<file path="config.mk">
export PLATFORM = sky130hd
export DESIGN_NAME = id_ex_stage
export DESIGN_NICKNAME = d
export VERILOG_FILES = /design/src/rtl/id_ex_stage_pkg.sv /design/src/rtl/id_ex_stage_fwd_mux.sv /design/src/rtl/id_ex_stage.sv
export SDC_FILE = /design/constraint.sdc
export NUM_CORES = 1
export LEC_CHECK = 0
export ABC_AREA = 1
export ABC_CLOCK_PERIOD_IN_PS = 12700
export BUFFER_PORTS_ARGS = -buffer_cell sky130_fd_sc_hd__buf_2
export CORE_UTILIZATION = 44
export DETAILED_ROUTE_END_ITERATION = 7
export PLACE_DENSITY_LB_ADDON = 0.1
export SYNTH_ARGS = -nofsm -noshare
export SYNTH_HDL_FRONTEND = slang
export SYNTH_HIERARCHICAL = 1
export SYNTH_SLANG_ARGS = --single-unit
</file>
<file path="constraint.sdc">
create_clock -name clk -period 12.7 [get_ports clk]
set_input_delay 1.27 -clock clk [delete_from_list [all_inputs] [get_ports clk]]
set_output_delay 1.27 -clock clk [all_outputs]
set_load 0.005 [all_outputs]
</file>
<file path="src/rtl/id_ex_stage_pkg.sv">
// Shared widths, ALU opcode encoding and the ID/EX control bundle used by the
// ID/EX pipeline register and its forwarding muxes.
package id_ex_stage_pkg;

    localparam int unsigned WORD_BUS_W     = 32;
    localparam int unsigned REG_ADDR_BUS_W = 5;
    localparam int unsigned SHAMT_W        = 5;

    typedef enum logic [4:0] {
        AluOpNop  = 5'd0,
        AluOpAdd  = 5'd1,
        AluOpSub  = 5'd2,
        AluOpAnd  = 5'd3,
        AluOpOr   = 5'd4,
        AluOpXor  = 5'd5,
        AluOpNor  = 5'd6,
        AluOpSlt  = 5'd7,
        AluOpSltu = 5'd8,
        AluOpSll  = 5'd9,
        AluOpSrl  = 5'd10,
        AluOpSra  = 5'd11,
        AluOpLui  = 5'd12
    } alu_op_e;

    // All-zero value of this bundle is a bubble.
    typedef struct packed {
        logic mem_read;
        logic mem_write;
        logic reg_write;
        logic mem_to_reg;
        logic branch;
        logic alu_src;
        logic shift;
    } ctrl_t;

endpackage

</file>
<file path="src/rtl/id_ex_stage_fwd_mux.sv">
// Three-way operand select: EX/MEM result, then MEM/WB data, then the
// registered value. Register $0 never takes a forwarded value.
module id_ex_stage_fwd_mux #(
    parameter int unsigned WORD_W = 32,
    parameter int unsigned REG_AW = 5
) (
    input  logic [REG_AW-1:0] reg_addr_i,
    input  logic [WORD_W-1:0] reg_data_i,
    input  logic              mem_reg_write_i,
    input  logic [REG_AW-1:0] mem_dest_i,
    input  logic [WORD_W-1:0] mem_data_i,
    input  logic              wb_reg_write_i,
    input  logic [REG_AW-1:0] wb_dest_i,
    input  logic [WORD_W-1:0] wb_data_i,
    output logic [WORD_W-1:0] fwd_data_o
);

    logic mem_hit;
    logic wb_hit;

    assign mem_hit = mem_reg_write_i && (mem_dest_i != '0) && (mem_dest_i == reg_addr_i);
    assign wb_hit  = wb_reg_write_i && (wb_dest_i != '0) && (wb_dest_i == reg_addr_i);

    always_comb begin
        fwd_data_o = reg_data_i;
        if (mem_hit) begin
            fwd_data_o = mem_data_i;
        end else if (wb_hit) begin
            fwd_data_o = wb_data_i;
        end
    end

endmodule

</file>
<file path="src/rtl/id_ex_stage.sv">
// ID/EX pipeline register with load-use stall detection, bubble insertion and
// forwarded ALU operands / store data for the EX stage.
module id_ex_stage
    import id_ex_stage_pkg::*;
#(
    parameter int unsigned WORD_W = WORD_BUS_W,
    parameter int unsigned REG_AW = REG_ADDR_BUS_W
) (
    input  logic              clk,
    input  logic              rst,
    input  logic              flush_i,
    input  logic [WORD_W-1:0] id_pc,
    input  logic [WORD_W-1:0] id_rs_data,
    input  logic [WORD_W-1:0] id_rt_data,
    input  logic [WORD_W-1:0] id_imm,
    input  logic [REG_AW-1:0] id_rs,
    input  logic [REG_AW-1:0] id_rt,
    input  logic [REG_AW-1:0] id_rd,
    input  logic [SHAMT_W-1:0] id_shamt,
    input  logic              id_uses_rs,
    input  logic              id_uses_rt,
    input  logic [4:0]        id_alu_ctrl,
    input  logic              id_alu_src,
    input  logic              id_reg_dst,
    input  logic              id_shift,
    input  logic              id_mem_read,
    input  logic              id_mem_write,
    input  logic              id_reg_write,
    input  logic              id_mem_to_reg,
    input  logic              id_branch,
    input  logic              mem_reg_write,
    input  logic [REG_AW-1:0] mem_dest,
    input  logic [WORD_W-1:0] mem_alu_result,
    input  logic              wb_reg_write,
    input  logic [REG_AW-1:0] wb_dest,
    input  logic [WORD_W-1:0] wb_data,
    output logic              stall_o,
    output logic [WORD_W-1:0] ex_pc,
    output logic [4:0]        ex_alu_ctrl,
    output logic [WORD_W-1:0] ex_data_in1,
    output logic [WORD_W-1:0] ex_data_in2,
    output logic [WORD_W-1:0] ex_store_data,
    output logic [REG_AW-1:0] ex_dest,
    output logic              ex_mem_read,
    output logic              ex_mem_write,
    output logic              ex_reg_write,
    output logic              ex_mem_to_reg,
    output logic              ex_branch
);

    logic [WORD_W-1:0]  pc_q, pc_d;
    logic [4:0]         alu_ctrl_q, alu_ctrl_d;
    logic [REG_AW-1:0]  rs_q, rs_d;
    logic [REG_AW-1:0]  rt_q, rt_d;
    logic [WORD_W-1:0]  rs_data_q, rs_data_d;
    logic [WORD_W-1:0]  rt_data_q, rt_data_d;
    logic [WORD_W-1:0]  imm_q, imm_d;
    logic [SHAMT_W-1:0] shamt_q, shamt_d;
    logic [REG_AW-1:0]  dest_q, dest_d;
    ctrl_t              ctrl_q, ctrl_d;

    logic              raw_hazard;
    logic              capture;
    logic [WORD_W-1:0] rs_wt_data;
    logic [WORD_W-1:0] rt_wt_data;
    logic [WORD_W-1:0] rs_fwd;
    logic [WORD_W-1:0] rt_fwd;

    // Load in EX whose target is read by the instruction currently in ID.
    assign raw_hazard = ctrl_q.mem_read && (rt_q != '0) &&
                        ((id_uses_rs && (id_rs == rt_q)) || (id_uses_rt && (id_rt == rt_q)));
    assign stall_o    = raw_hazard && !flush_i;
    assign capture    = !flush_i && !stall_o;

    // Register-file write-through for a WB write landing in the same cycle as the read.
    assign rs_wt_data = (wb_reg_write && (wb_dest != '0) && (wb_dest == id_rs)) ? wb_data
                                                                                 : id_rs_data;
    assign rt_wt_data = (wb_reg_write && (wb_dest != '0) && (wb_dest == id_rt)) ? wb_data
                                                                                 : id_rt_data;

    always_comb begin
        pc_d       = '0;
        alu_ctrl_d = '0;
        rs_d       = '0;
        rt_d       = '0;
        rs_data_d  = '0;
        rt_data_d  = '0;
        imm_d      = '0;
        shamt_d    = '0;
        dest_d     = '0;
        ctrl_d     = '0;
        if (capture) begin
            pc_d       = id_pc;
            alu_ctrl_d = id_alu_ctrl;
            rs_d       = id_rs;
            rt_d       = id_rt;
            rs_data_d  = rs_wt_data;
            rt_data_d  = rt_wt_data;
            imm_d      = id_imm;
            shamt_d    = id_shamt;
            dest_d     = id_reg_dst ? id_rd : id_rt;
            ctrl_d     = '{mem_read:   id_mem_read,
                           mem_write:  id_mem_write,
                           reg_write:  id_reg_write,
                           mem_to_reg: id_mem_to_reg,
                           branch:     id_branch,
                           alu_src:    id_alu_src,
                           shift:      id_shift};
        end
    end

    always_ff @(posedge clk or posedge rst) begin
        if (rst) begin
            pc_q       <= '0;
            alu_ctrl_q <= '0;
            rs_q       <= '0;
            rt_q       <= '0;
            rs_data_q  <= '0;
            rt_data_q  <= '0;
            imm_q      <= '0;
            shamt_q    <= '0;
            dest_q     <= '0;
            ctrl_q     <= '0;
        end else begin
            pc_q       <= pc_d;
            alu_ctrl_q <= alu_ctrl_d;
            rs_q       <= rs_d;
            rt_q       <= rt_d;
            rs_data_q  <= rs_data_d;
            rt_data_q  <= rt_data_d;
            imm_q      <= imm_d;
            shamt_q    <= shamt_d;
            dest_q     <= dest_d;
            ctrl_q     <= ctrl_d;
        end
    end

    id_ex_stage_fwd_mux #(
        .WORD_W (WORD_W),
        .REG_AW (REG_AW)
    ) u_fwd_rs (
        .reg_addr_i      (rs_q),
        .reg_data_i      (rs_data_q),
        .mem_reg_write_i (mem_reg_write),
        .mem_dest_i      (mem_dest),
        .mem_data_i      (mem_alu_result),
        .wb_reg_write_i  (wb_reg_write),
        .wb_dest_i       (wb_dest),
        .wb_data_i       (wb_data),
        .fwd_data_o      (rs_fwd)
    );

    id_ex_stage_fwd_mux #(
        .WORD_W (WORD_W),
        .REG_AW (REG_AW)
    ) u_fwd_rt (
        .reg_addr_i      (rt_q),
        .reg_data_i      (rt_data_q),
        .mem_reg_write_i (mem_reg_write),
        .mem_dest_i      (mem_dest),
        .mem_data_i      (mem_alu_result),
        .wb_reg_write_i  (wb_reg_write),
        .wb_dest_i       (wb_dest),
        .wb_data_i       (wb_data),
        .fwd_data_o      (rt_fwd)
    );

    // Shifts take the amount on DataIn1 and the value on DataIn2.
    assign ex_data_in1   = ctrl_q.shift ? {{(WORD_W-SHAMT_W){1'b0}}, shamt_q} : rs_fwd;
    assign ex_data_in2   = ctrl_q.alu_src ? imm_q : rt_fwd;
    assign ex_store_data = rt_fwd;

    assign ex_pc         = pc_q;
    assign ex_alu_ctrl   = alu_ctrl_q;
    assign ex_dest       = dest_q;
    assign ex_mem_read   = ctrl_q.mem_read;
    assign ex_mem_write  = ctrl_q.mem_write;
    assign ex_reg_write  = ctrl_q.reg_write;
    assign ex_mem_to_reg = ctrl_q.mem_to_reg;
    assign ex_branch     = ctrl_q.branch;

endmodule

</file>
==> impl_table.tex, run 1 <==
\begin{tabular}{lr}
\hline
Metric & Value \\
\hline
\multicolumn{2}{l}{\textbf{Outcome}} \\
Run status & finished, final reports clean \\
\multicolumn{2}{l}{\textbf{Synthesis}} \\
Mapped Cells & $\sim$1,500 \\
Number of enable flip-flop cells after synthesis & 0 \\
Syn\_nets & 1,728 \\
Area of the mapped netlist & 0.0101 sq mm \\
Avg Cell Area, Syn & a little under 7 sq um \\
Distinct cell type count after synthesis & 27 \\
Proportion of register bits with asynchronous set or reset after synthesis & 1.00 \\
Count of yosys warnings during synthesis & 6 \\
Portion of the post-synthesis area used by sequential elements & 0.397 \\
Synthesis-stage register bit count & 160 \\
Predominant post-synthesis flop cell & sky130\_fd\_sc\_hd\_\_dfrtp\_1 \\
\multicolumn{2}{l}{\textbf{Final layout}} \\
Final nets & between 2,000 and 2,500 \\
Area Growth Syn to Fin & 25.3\% \\
Most common library cell in the layout ignoring fill and taps & sky130\_fd\_sc\_hd\_\_buf\_2 \\
Leading cell types in the layout, fill and taps excluded & sky130\_fd\_sc\_hd\_\_buf\_2 (385), sky130\_fd\_sc\_hd\_\_inv\_1 (335), sky130\_fd\_sc\_hd\_\_nand2\_1 (329), sky130\_fd\_sc\_hd\_\_nor2\_1 (210), sky130\_fd\_sc\_hd\_\_dfrtp\_1 (159) \\
Total non-filler cell area in the finished layout & between 0.01 and 0.015 sq mm \\
Share of post-route cells with drive strength above 1 & 0.267 \\
\multicolumn{2}{l}{\textbf{Worst setup path}} \\
Most used cell along the critical path & sky130\_fd\_sc\_hd\_\_nand2\_1 \\
Top fanout value on the critical path & 33 \\
Highest-delay cell along the critical path & sky130\_fd\_sc\_hd\_\_nand3\_2 \\
Endpoint kind of the worst setup timing path & output port \\
Crit path launch type & primary input \\
Arrival time reported for the critical path endpoint & between 4 and 5 ns \\
WP depth & 11 \\
Startpoint-to-endpoint class of the critical path & in2out \\
Gate family responsible for the most delay along the worst path & simple AND/OR/NAND/NOR gates \\
Delay of the slowest cell on the worst path & roughly 0.9 ns \\
Crit path buf inv count & 3 \\
Required @ worst endpoint & between 10 and 15 ns \\
Worst r2r path cells & 9 \\
Critical Path, Cell by Cell & buf\_2, inv\_1, nand2\_1, o21ai\_1, nor2\_4, nand3\_2, nand2\_1, nand3\_1, nand2\_1, mux2\_2, buf\_2 \\
\multicolumn{2}{l}{\textbf{Die}} \\
Die H & approximately 150 um \\
Initial core utilization & 0.447 \\
Die outline area & approximately 0.024 sq mm \\
Row cnt & 55 \\
Die Wd & 153 um \\
Count of boundary I/O pins & 386 \\
Core footprint & roughly 0.023 sq mm \\
\multicolumn{2}{l}{\textbf{Placed design}} \\
Global placement routability congestion & between 0.9 and 1 \\
Placed cell areas & roughly 0.012 sq mm \\
Half-perimeter wire length of the detailed placement result & about 24,000 um \\
Post-Place Setup Slack & between 7 and 8 ns \\
Count of port buffers added during placement & 385 \\
\multicolumn{2}{l}{\textbf{Timing}} \\
Total of endpoints with negative setup slack in the final report & 0 \\
Setup repair after global routing missed its margin & no \\
Maximum clock skew at final layout & 0.0182 ns \\
Time the worst path needs with I/O delays and setup & approximately 5.3 ns \\
Max-Slew Margin vs Limit & 0.222 \\
Slew at the pin with the worst max-slew slack & about 1.2 ns \\
Minimum setup slack in the final design & about 7.4 ns \\
Total negative slack & 0 ns \\
Part of the cycle the worst path needs & 0.418 \\
Count of final hold-check violations & 0 \\
Final max-slew violation count & 0 \\
Upper clock frequency limit & $\sim$190 MHz \\
\multicolumn{2}{l}{\textbf{Drt}} \\
DRT Wirelength & 35,300 um \\
Initial DRC Count & around 850 \\
DRC violation count after routing & 0 \\
Drt wl/cell & $\sim$17 um \\
Count of vias placed by the detailed router & $\sim$11,000 \\
Final ANT Viol Nets & 0 \\
Ratio of routed vias to standard cells & just over 5 \\
Number of detailed-routing iterations run before antenna repair & 5 \\
\multicolumn{2}{l}{\textbf{Power}} \\
Cell Pwr Density & 109 mW/mm\^{}2 \\
Switching fraction of total power & 0.304 \\
Leakage power figure & $\sim$8.0 nW \\
Max VDD drop & just over 80 uV \\
Logic gate share of total power & 0.196 \\
Flop pwr share & 0.400 \\
Part of the total power dissipated in the clock network & 0.404 \\
Switching Power & roughly 420 uW \\
Internal Pwr Total & approximately 950 uW \\
\multicolumn{2}{l}{\textbf{CTS}} \\
Number of H-tree levels & 4 \\
Number of sinks on the clock net & 160 \\
Clock latency on the worst-skew pair & 0.43 ns \\
Maximum clock insertion buffer count & 2 \\
Clock slew at reported path FFs & approximately 0.08 ns \\
Clock tree from TritonCTS & yes \\
Buffer count from post-CTS setup fixing & 0 \\
Clock tree root buffer cell & sky130\_fd\_sc\_hd\_\_clkbuf\_16 \\
Hold Buf Count CTS & 0 \\
PostCTS Resize Cnt & 0 \\
Num CTS Buffers & 17 \\
\multicolumn{2}{l}{\textbf{Global route}} \\
Global-route usage over all layers & 0.304 \\
Maximum number of pins on one net before global-route repair & between 150 and 200 \\
Vias in the first global route & approximately 11,000 \\
Global-route wire length before repair & 55,800 um \\
Initial antenna violation count & 7 \\
GRT Residual Overflow & 0 \\
\multicolumn{2}{l}{\textbf{Min path}} \\
Hold path depth & 3 \\
Worst hold-check path type & in2reg \\
\multicolumn{2}{l}{\textbf{Flow run}} \\
Max cap viols & 0 \\
\hline
\end{tabular}
stage by stage:
stage          hold WS, ns   util  instances  power [mW]
2_1_floorplan        0.901      -       1486       0.704
3_3_place_gp          1.48  0.532       2075       0.822
3_5_place_dp          1.48  0.532       2075       0.826
4_1_cts               1.01  0.559       2106        1.38
5_1_grt               1.02  0.559       2110        1.44
6_report              1.03  0.560       2111        1.37
area by class of cell:
type	instances	area, sq um
diodes	5	12.5
clock buffers	17	425
clock inverters	14	191
fillers	2292	9940
inverters	347	1310
multi-input cells	888	4330
flip-flops and latches	160	4010
well taps	285	357
repair buffers	395	2000
power groups by stage:
stage,combinational [mW],clock (mW),sequential (mW)
global placement,0.265,0,0.557
detailed placement,0.267,0,0.558
global route,0.301,0.586,0.552
floorplan,0.149,0,0.555
CTS,0.269,0.567,0.549
finish,0.269,0.554,0.549
worst paths after layout:
path                                  startpoint                       end  slack (ns)
hold reg to reg            ex_mem_read$_DFF_PP0_         rs_q[4]$_DFF_PP0_        1.48
min in group asynchronous                    rst       ex_pc[16]$_DFF_PP0_        1.06
setup / recovery                      wb_dest[0]           ex_data_in2[22]        7.39
setup reg to reg               rt_q[3]$_DFF_PP0_   rt_data_q[11]$_DFF_PP0_       10.42
max in group asynchronous                    rst       ctrl_q[1]$_DFF_PP0_       10.28
hold / removal                    id_alu_ctrl[0]  ex_alu_ctrl[0]$_DFF_PP0_        1.03
cells by family (layout without fill, tap and decap cells):
| logic type | Yosys count | in the layout | share of synthesized area |
|---|---|---|---|
| and+or+nand+nor | 822 | 822 | 0.363 |
| buffers and inverters | 438 | 773 | 0.180 |
| DFF | 160 | 160 | 0.397 |
| muxes | 37 | 37 | 0.0413 |
| AOI/OAI and AO/OA | 25 | 25 | 0.0149 |
| xor gates and xnor gates | 4 | 4 | 0.00348 |
| other | 0 | 5 | 0 |
cell usage after synthesis (5+ instances only):
library cell | number | area [sq um]
sky130_fd_sc_hd__a21oi_1 | 8 | 40.0
sky130_fd_sc_hd__buf_2 | 59 | 295
sky130_fd_sc_hd__buf_4 | 9 | 67.6
sky130_fd_sc_hd__buf_6 | 8 | 90.1
sky130_fd_sc_hd__clkbuf_1 | 14 | 52.6
sky130_fd_sc_hd__dfrtp_1 | 160 | 4000
sky130_fd_sc_hd__inv_1 | 336 | 1260
sky130_fd_sc_hd__inv_2 | 11 | 41.3
sky130_fd_sc_hd__mux2_1 | 7 | 78.8
sky130_fd_sc_hd__mux2_2 | 30 | 338
sky130_fd_sc_hd__nand2_1 | 329 | 1230
sky130_fd_sc_hd__nand3_1 | 135 | 676
sky130_fd_sc_hd__nand4_1 | 131 | 820
sky130_fd_sc_hd__nor2_1 | 210 | 788
sky130_fd_sc_hd__nor2_2 | 8 | 50.1
sky130_fd_sc_hd__o21ai_0 | 5 | 25.0
sky130_fd_sc_hd__o21ai_1 | 9 | 45.0
tightest hold or removal path, cell delays in order:
cell	delay [ns]
sky130_fd_sc_hd__buf_2	0.09
sky130_fd_sc_hd__inv_1	0.04
sky130_fd_sc_hd__nor2_1	0.03
routing by layer:
metal,routed length [um],track usage,vias to the layer above
met4,1040,0.122,4
met1,14400,0.374,4932
met3,3000,0.0771,70
li1,-,-,5177
met5,27,0,-
met2,16800,0.511,495
Note: power is estimated with default switching activity, not from simulation.
==> run 2: changes to the inputs <==
--- a/config.mk
+++ b/config.mk
@@ -5,8 +5,8 @@
 export SDC_FILE = /design/constraint.sdc
 export NUM_CORES = 1
 export LEC_CHECK = 0
-export ABC_AREA = 1
-export ABC_CLOCK_PERIOD_IN_PS = 12700
+export ABC_AREA = 0
+export ABC_CLOCK_PERIOD_IN_PS = 5100
 export BUFFER_PORTS_ARGS = -buffer_cell sky130_fd_sc_hd__buf_2
 export CORE_UTILIZATION = 44
 export DETAILED_ROUTE_END_ITERATION = 7
==> constraint.sdc (replaced) <==
create_clock -name clk -period 5.1 [get_ports clk]
set_input_delay 0.51 -clock clk [delete_from_list [all_inputs] [get_ports clk]]
set_output_delay 0.51 -clock clk [all_outputs]
set_load 0.005 [all_outputs]
==> run 2 against run 1 <==
  * Clock power rose by 140%
  * Cell count fell by 18%
  * Clock skew fell by 0.0017 ns
  * Die area rose by 6.1%
  * Global-route usage rose by 2.9 points
  * Wire length rose by 21%
  * Critical path depth fell by 3
  * Design area rose by 4.2%
  * Synthesized area rose by 6.2%
  * Non-clock buffer count rose by 30
==> impl_table.tex, run 2 <==
\begin{tabular}{lr}
\hline
Metric & Value \\
\hline
\multicolumn{2}{l}{\textbf{Timing}} \\
Maximum clock skew at final layout & 0.0165 ns (was 0.0182 ns) \\
Final max-slew violation count & 0 (unchanged) \\
Total of endpoints with negative setup slack in the final report & 0 (unchanged) \\
Slew at the pin with the worst max-slew slack & 1.24 ns (was 1.16 ns) \\
Total negative slack & 0 ns (unchanged) \\
Setup repair after global routing missed its margin & no (unchanged) \\
Count of final hold-check violations & 0 (unchanged) \\
Final-layout worst hold slack & 0.201 ns (was 1.03 ns) \\
Part of the cycle the worst path needs & 0.740 \\
Time the worst path needs with I/O delays and setup & 3.77 ns \\
Upper clock frequency limit & between 200 and 300 MHz \\
Max-Slew Margin vs Limit & 0.172 (was 0.222) \\
\multicolumn{2}{l}{\textbf{Worst setup path}} \\
Beginning of the worst register-to-register path & rt\_q[1]\$\_DFF\_PP0\_ (was rt\_q[3]\$\_DFF\_PP0\_) \\
Most used cell along the critical path & sky130\_fd\_sc\_hd\_\_buf\_4 (was sky130\_fd\_sc\_hd\_\_nand2\_1) \\
Delay of the slowest cell on the worst path & 0.82 ns (was 0.91 ns) \\
Highest-delay cell along the critical path & sky130\_fd\_sc\_hd\_\_or3\_1 (was sky130\_fd\_sc\_hd\_\_nand3\_2) \\
Worst r2r path cells & 4 (was 9) \\
Arrival time reported for the critical path endpoint & 3.26 ns (was 4.04 ns) \\
Crit path buf inv count & 3 (unchanged) \\
Critical Path Source & rt\_q[0]\$\_DFF\_PP0\_ (was wb\_dest[0]) \\
Top fanout value on the critical path & 33 (unchanged) \\
Required @ worst endpoint & 4.59 ns (was 11.43 ns) \\
Startpoint-to-endpoint class of the critical path & reg2out (was in2out) \\
R2r setup slk & 2.68 ns (was 10.42 ns) \\
Gate family responsible for the most delay along the worst path & simple AND/OR/NAND/NOR gates (unchanged) \\
Crit path launch type & register (was primary input) \\
WP depth & 8 (was 11) \\
Endpoint kind of the worst setup timing path & output port (unchanged) \\
Critical Path, Cell by Cell & xnor2\_1, nand3\_1, buf\_4, or3\_1, buf\_4, a31oi\_1, mux2\_2, buf\_2 (was buf\_2, inv\_1, nand2\_1, o21ai\_1, nor2\_4, nand3\_2, nand2\_1, nand3\_1, nand2\_1, mux2\_2, buf\_2) \\
\multicolumn{2}{l}{\textbf{Final layout}} \\
Share of post-route cells with drive strength above 1 & 0.402 (was 0.267) \\
Most common library cell in the layout ignoring fill and taps & sky130\_fd\_sc\_hd\_\_buf\_2 (unchanged) \\
Final nets & 1,638 (was 2,051) \\
Leading cell types in the layout, fill and taps excluded & sky130\_fd\_sc\_hd\_\_buf\_2 (384), sky130\_fd\_sc\_hd\_\_dfrtp\_1 (160), sky130\_fd\_sc\_hd\_\_nand4\_1 (130), sky130\_fd\_sc\_hd\_\_o31ai\_1 (128), sky130\_fd\_sc\_hd\_\_a211oi\_1 (96) (was sky130\_fd\_sc\_hd\_\_buf\_2 (385), sky130\_fd\_sc\_hd\_\_inv\_1 (335), sky130\_fd\_sc\_hd\_\_nand2\_1 (329), sky130\_fd\_sc\_hd\_\_nor2\_1 (210), sky130\_fd\_sc\_hd\_\_dfrtp\_1 (159)) \\
Non-filler cells in the finished layout & 1,733 (was 2,111) \\
Area Growth Syn to Fin & 22.9\% (was 25.3\%) \\
Total of fill cells in the finished design & 2,285 (was 2,292) \\
Total non-filler cell area in the finished layout & 0.0132 sq mm (was 0.0126 sq mm) \\
\multicolumn{2}{l}{\textbf{CTS}} \\
Clock tree from TritonCTS & yes (unchanged) \\
Maximum clock insertion buffer count & 2 (unchanged) \\
Num CTS Buffers & 17 (unchanged) \\
Number of sinks on the clock net & 160 (unchanged) \\
Clock slew at reported path FFs & 0.08 ns (about the same) \\
Number of H-tree levels & 4 (unchanged) \\
PostCTS Resize Cnt & 0 (unchanged) \\
Hold Buf Count CTS & 0 (unchanged) \\
Clock tree root buffer cell & sky130\_fd\_sc\_hd\_\_clkbuf\_16 (unchanged) \\
Clock latency on the worst-skew pair & 0.44 ns (was 0.43 ns) \\
Buffer count from post-CTS setup fixing & 0 (unchanged) \\
\multicolumn{2}{l}{\textbf{Synthesis}} \\
Count of yosys warnings during synthesis & 6 (unchanged) \\
Portion of the post-synthesis area used by sequential elements & 0.374 (was 0.397) \\
Top post-synthesis cells by area & sky130\_fd\_sc\_hd\_\_dfrtp\_1 (37\%), sky130\_fd\_sc\_hd\_\_o31ai\_1 (9.0\%), sky130\_fd\_sc\_hd\_\_a221oi\_2 (8.4\%) (was sky130\_fd\_sc\_hd\_\_dfrtp\_1 (40\%), sky130\_fd\_sc\_hd\_\_inv\_1 (13\%), sky130\_fd\_sc\_hd\_\_nand2\_1 (12\%)) \\
Syn\_nets & 1,362 (was 1,728) \\
Share of Yosys cell area claimed by the top area cell type & 0.374 (was 0.397) \\
Number of enable flip-flop cells after synthesis & 0 (unchanged) \\
Leading cell types by count after synthesis & sky130\_fd\_sc\_hd\_\_dfrtp\_1 (160), sky130\_fd\_sc\_hd\_\_nand4\_1 (130), sky130\_fd\_sc\_hd\_\_o31ai\_1 (128) (was sky130\_fd\_sc\_hd\_\_inv\_1 (336), sky130\_fd\_sc\_hd\_\_nand2\_1 (329), sky130\_fd\_sc\_hd\_\_nor2\_1 (210)) \\
Mapped Cells & 1,120 (was 1,486) \\
Area of the mapped netlist & 0.0107 sq mm (was 0.0101 sq mm) \\
Distinct cell type count after synthesis & 33 (was 27) \\
Post-synth top area cell & sky130\_fd\_sc\_hd\_\_dfrtp\_1 (unchanged) \\
Library cell with the highest instance count after synthesis & sky130\_fd\_sc\_hd\_\_dfrtp\_1 (was sky130\_fd\_sc\_hd\_\_inv\_1) \\
Synthesis-stage register bit count & 160 (unchanged) \\
Proportion of register bits with asynchronous set or reset after synthesis & 1.00 (unchanged) \\
Avg Cell Area, Syn & 9.56 sq um (was 6.78 sq um) \\
Predominant post-synthesis flop cell & sky130\_fd\_sc\_hd\_\_dfrtp\_1 (unchanged) \\
\multicolumn{2}{l}{\textbf{Global route}} \\
Vias in the first global route & 10,499 (was 10,523) \\
Global-route usage over all layers & 0.334 (was 0.304) \\
Maximum number of pins on one net before global-route repair & 111 (was 161) \\
Initial antenna violation count & 7 (unchanged) \\
GRT Residual Overflow & 0 (unchanged) \\
Global-route wire length before repair & 62,700 um (was 55,800 um) \\
\multicolumn{2}{l}{\textbf{Die}} \\
Die H & 158 um (was 153 um) \\
Die outline area & 0.0250 sq mm (was 0.0235 sq mm) \\
Count of boundary I/O pins & 386 (unchanged) \\
Die Wd & 158 um (was 153 um) \\
Core footprint & 0.0237 sq mm (was 0.0226 sq mm) \\
Initial core utilization & 0.452 (was 0.447) \\
Row cnt & 56 (was 55) \\
\multicolumn{2}{l}{\textbf{Outcome}} \\
Run status & finished, final reports clean (unchanged) \\
\multicolumn{2}{l}{\textbf{Drt}} \\
DRC violation count after routing & 0 (unchanged) \\
Ratio of routed vias to standard cells & 6.43 (was 5.06) \\
DRT Wirelength & 42,600 um (was 35,300 um) \\
Drt wl/cell & 24.6 um (was 16.7 um) \\
Number of detailed-routing iterations run before antenna repair & 5 (unchanged) \\
Final ANT Viol Nets & 0 (unchanged) \\
Initial DRC Count & 1,238 (was 848) \\
Count of vias placed by the detailed router & 11,138 (was 10,678) \\
\multicolumn{2}{l}{\textbf{Min path}} \\
Worst hold-check path type & in2async (was in2reg) \\
\multicolumn{2}{l}{\textbf{Placed design}} \\
Placed cell areas & 0.0125 sq mm (was 0.0120 sq mm) \\
Global placement routability congestion & 0.913 (was 0.901) \\
Count of port buffers added during placement & 385 (unchanged) \\
Placed cell count & 1,696 (was 2,075) \\
Half-perimeter wire length of the detailed placement result & 28,600 um (was 23,800 um) \\
\multicolumn{2}{l}{\textbf{Power}} \\
Max VDD drop & 235 uV (was 82.2 uV) \\
Leakage power figure & 5.80 nW (was 7.96 nW) \\
Cell Pwr Density & 271 mW/mm\^{}2 (was 109 mW/mm\^{}2) \\
\multicolumn{2}{l}{\textbf{Flow run}} \\
Max cap viols & 0 (unchanged) \\
\hline
\end{tabular}
run 2: metal layers:
layer	track usage	wire length, um	up-vias
li1	-	-	4956
met1	0.434	17500	5457
met2	0.550	20400	656
met3	0.0758	3710	67
met4	0.107	967	2
met5	0	8	-
run 2: per-stage QoR:
step / worst slack, ns / util / total power [mW]
6_report: 1.33 / 0.556 / 3.57
5_1_grt: 1.17 / 0.555 / 3.70
4_1_cts: 1.39 / 0.555 / 3.56
3_5_place_dp: 1.67 / 0.529 / 2.25
3_3_place_gp: 1.70 / 0.529 / 2.24
2_1_floorplan: 0.270 / - / 1.89
run 2: cells by family after synthesis:
family,Yosys count,share of synthesized area
AOI/OAI and AO/OA,362,0.291
muxes,42,0.0436
xor gates and xnor gates,36,0.0295
and+or+nand+nor,260,0.150
DFF,160,0.374
buffers and inverters,260,0.112
run 2: worst paths after layout:
path                                                 end
worst max-delay path                     ex_data_in2[30]
worst min-delay path                 ex_pc[30]$_DFF_PP0_
worst max register to register   rt_data_q[22]$_DFF_PP0_
worst min register to register  ex_alu_ctrl[1]$_DFF_PP0_
max in group asynchronous         rs_data_q[1]$_DFF_PP0_
min in group clk                      ex_pc[5]$_DFF_PP0_
run 2: cell type report:
| class | instances | area [sq um] | area share |
|---|---|---|---|
| multi-input cells | 700 | 5540 | 0.421 |
| flip-flops and latches | 160 | 4000 | 0.304 |
| repair buffers | 425 | 2250 | 0.171 |
| clock buffers | 18 | 439 | 0.0334 |
| well taps | 319 | 399 | 0.0303 |
| inverters | 92 | 350 | 0.0266 |
| clock inverters | 14 | 170 | 0.0129 |
| diodes | 5 | 12.5 | 0.000951 |
run 2: report_power, final:
part	internal (mW)	switching [mW]
registers	1.34	0.0319
logic	0.304	0.570
clock network	0.676	0.650
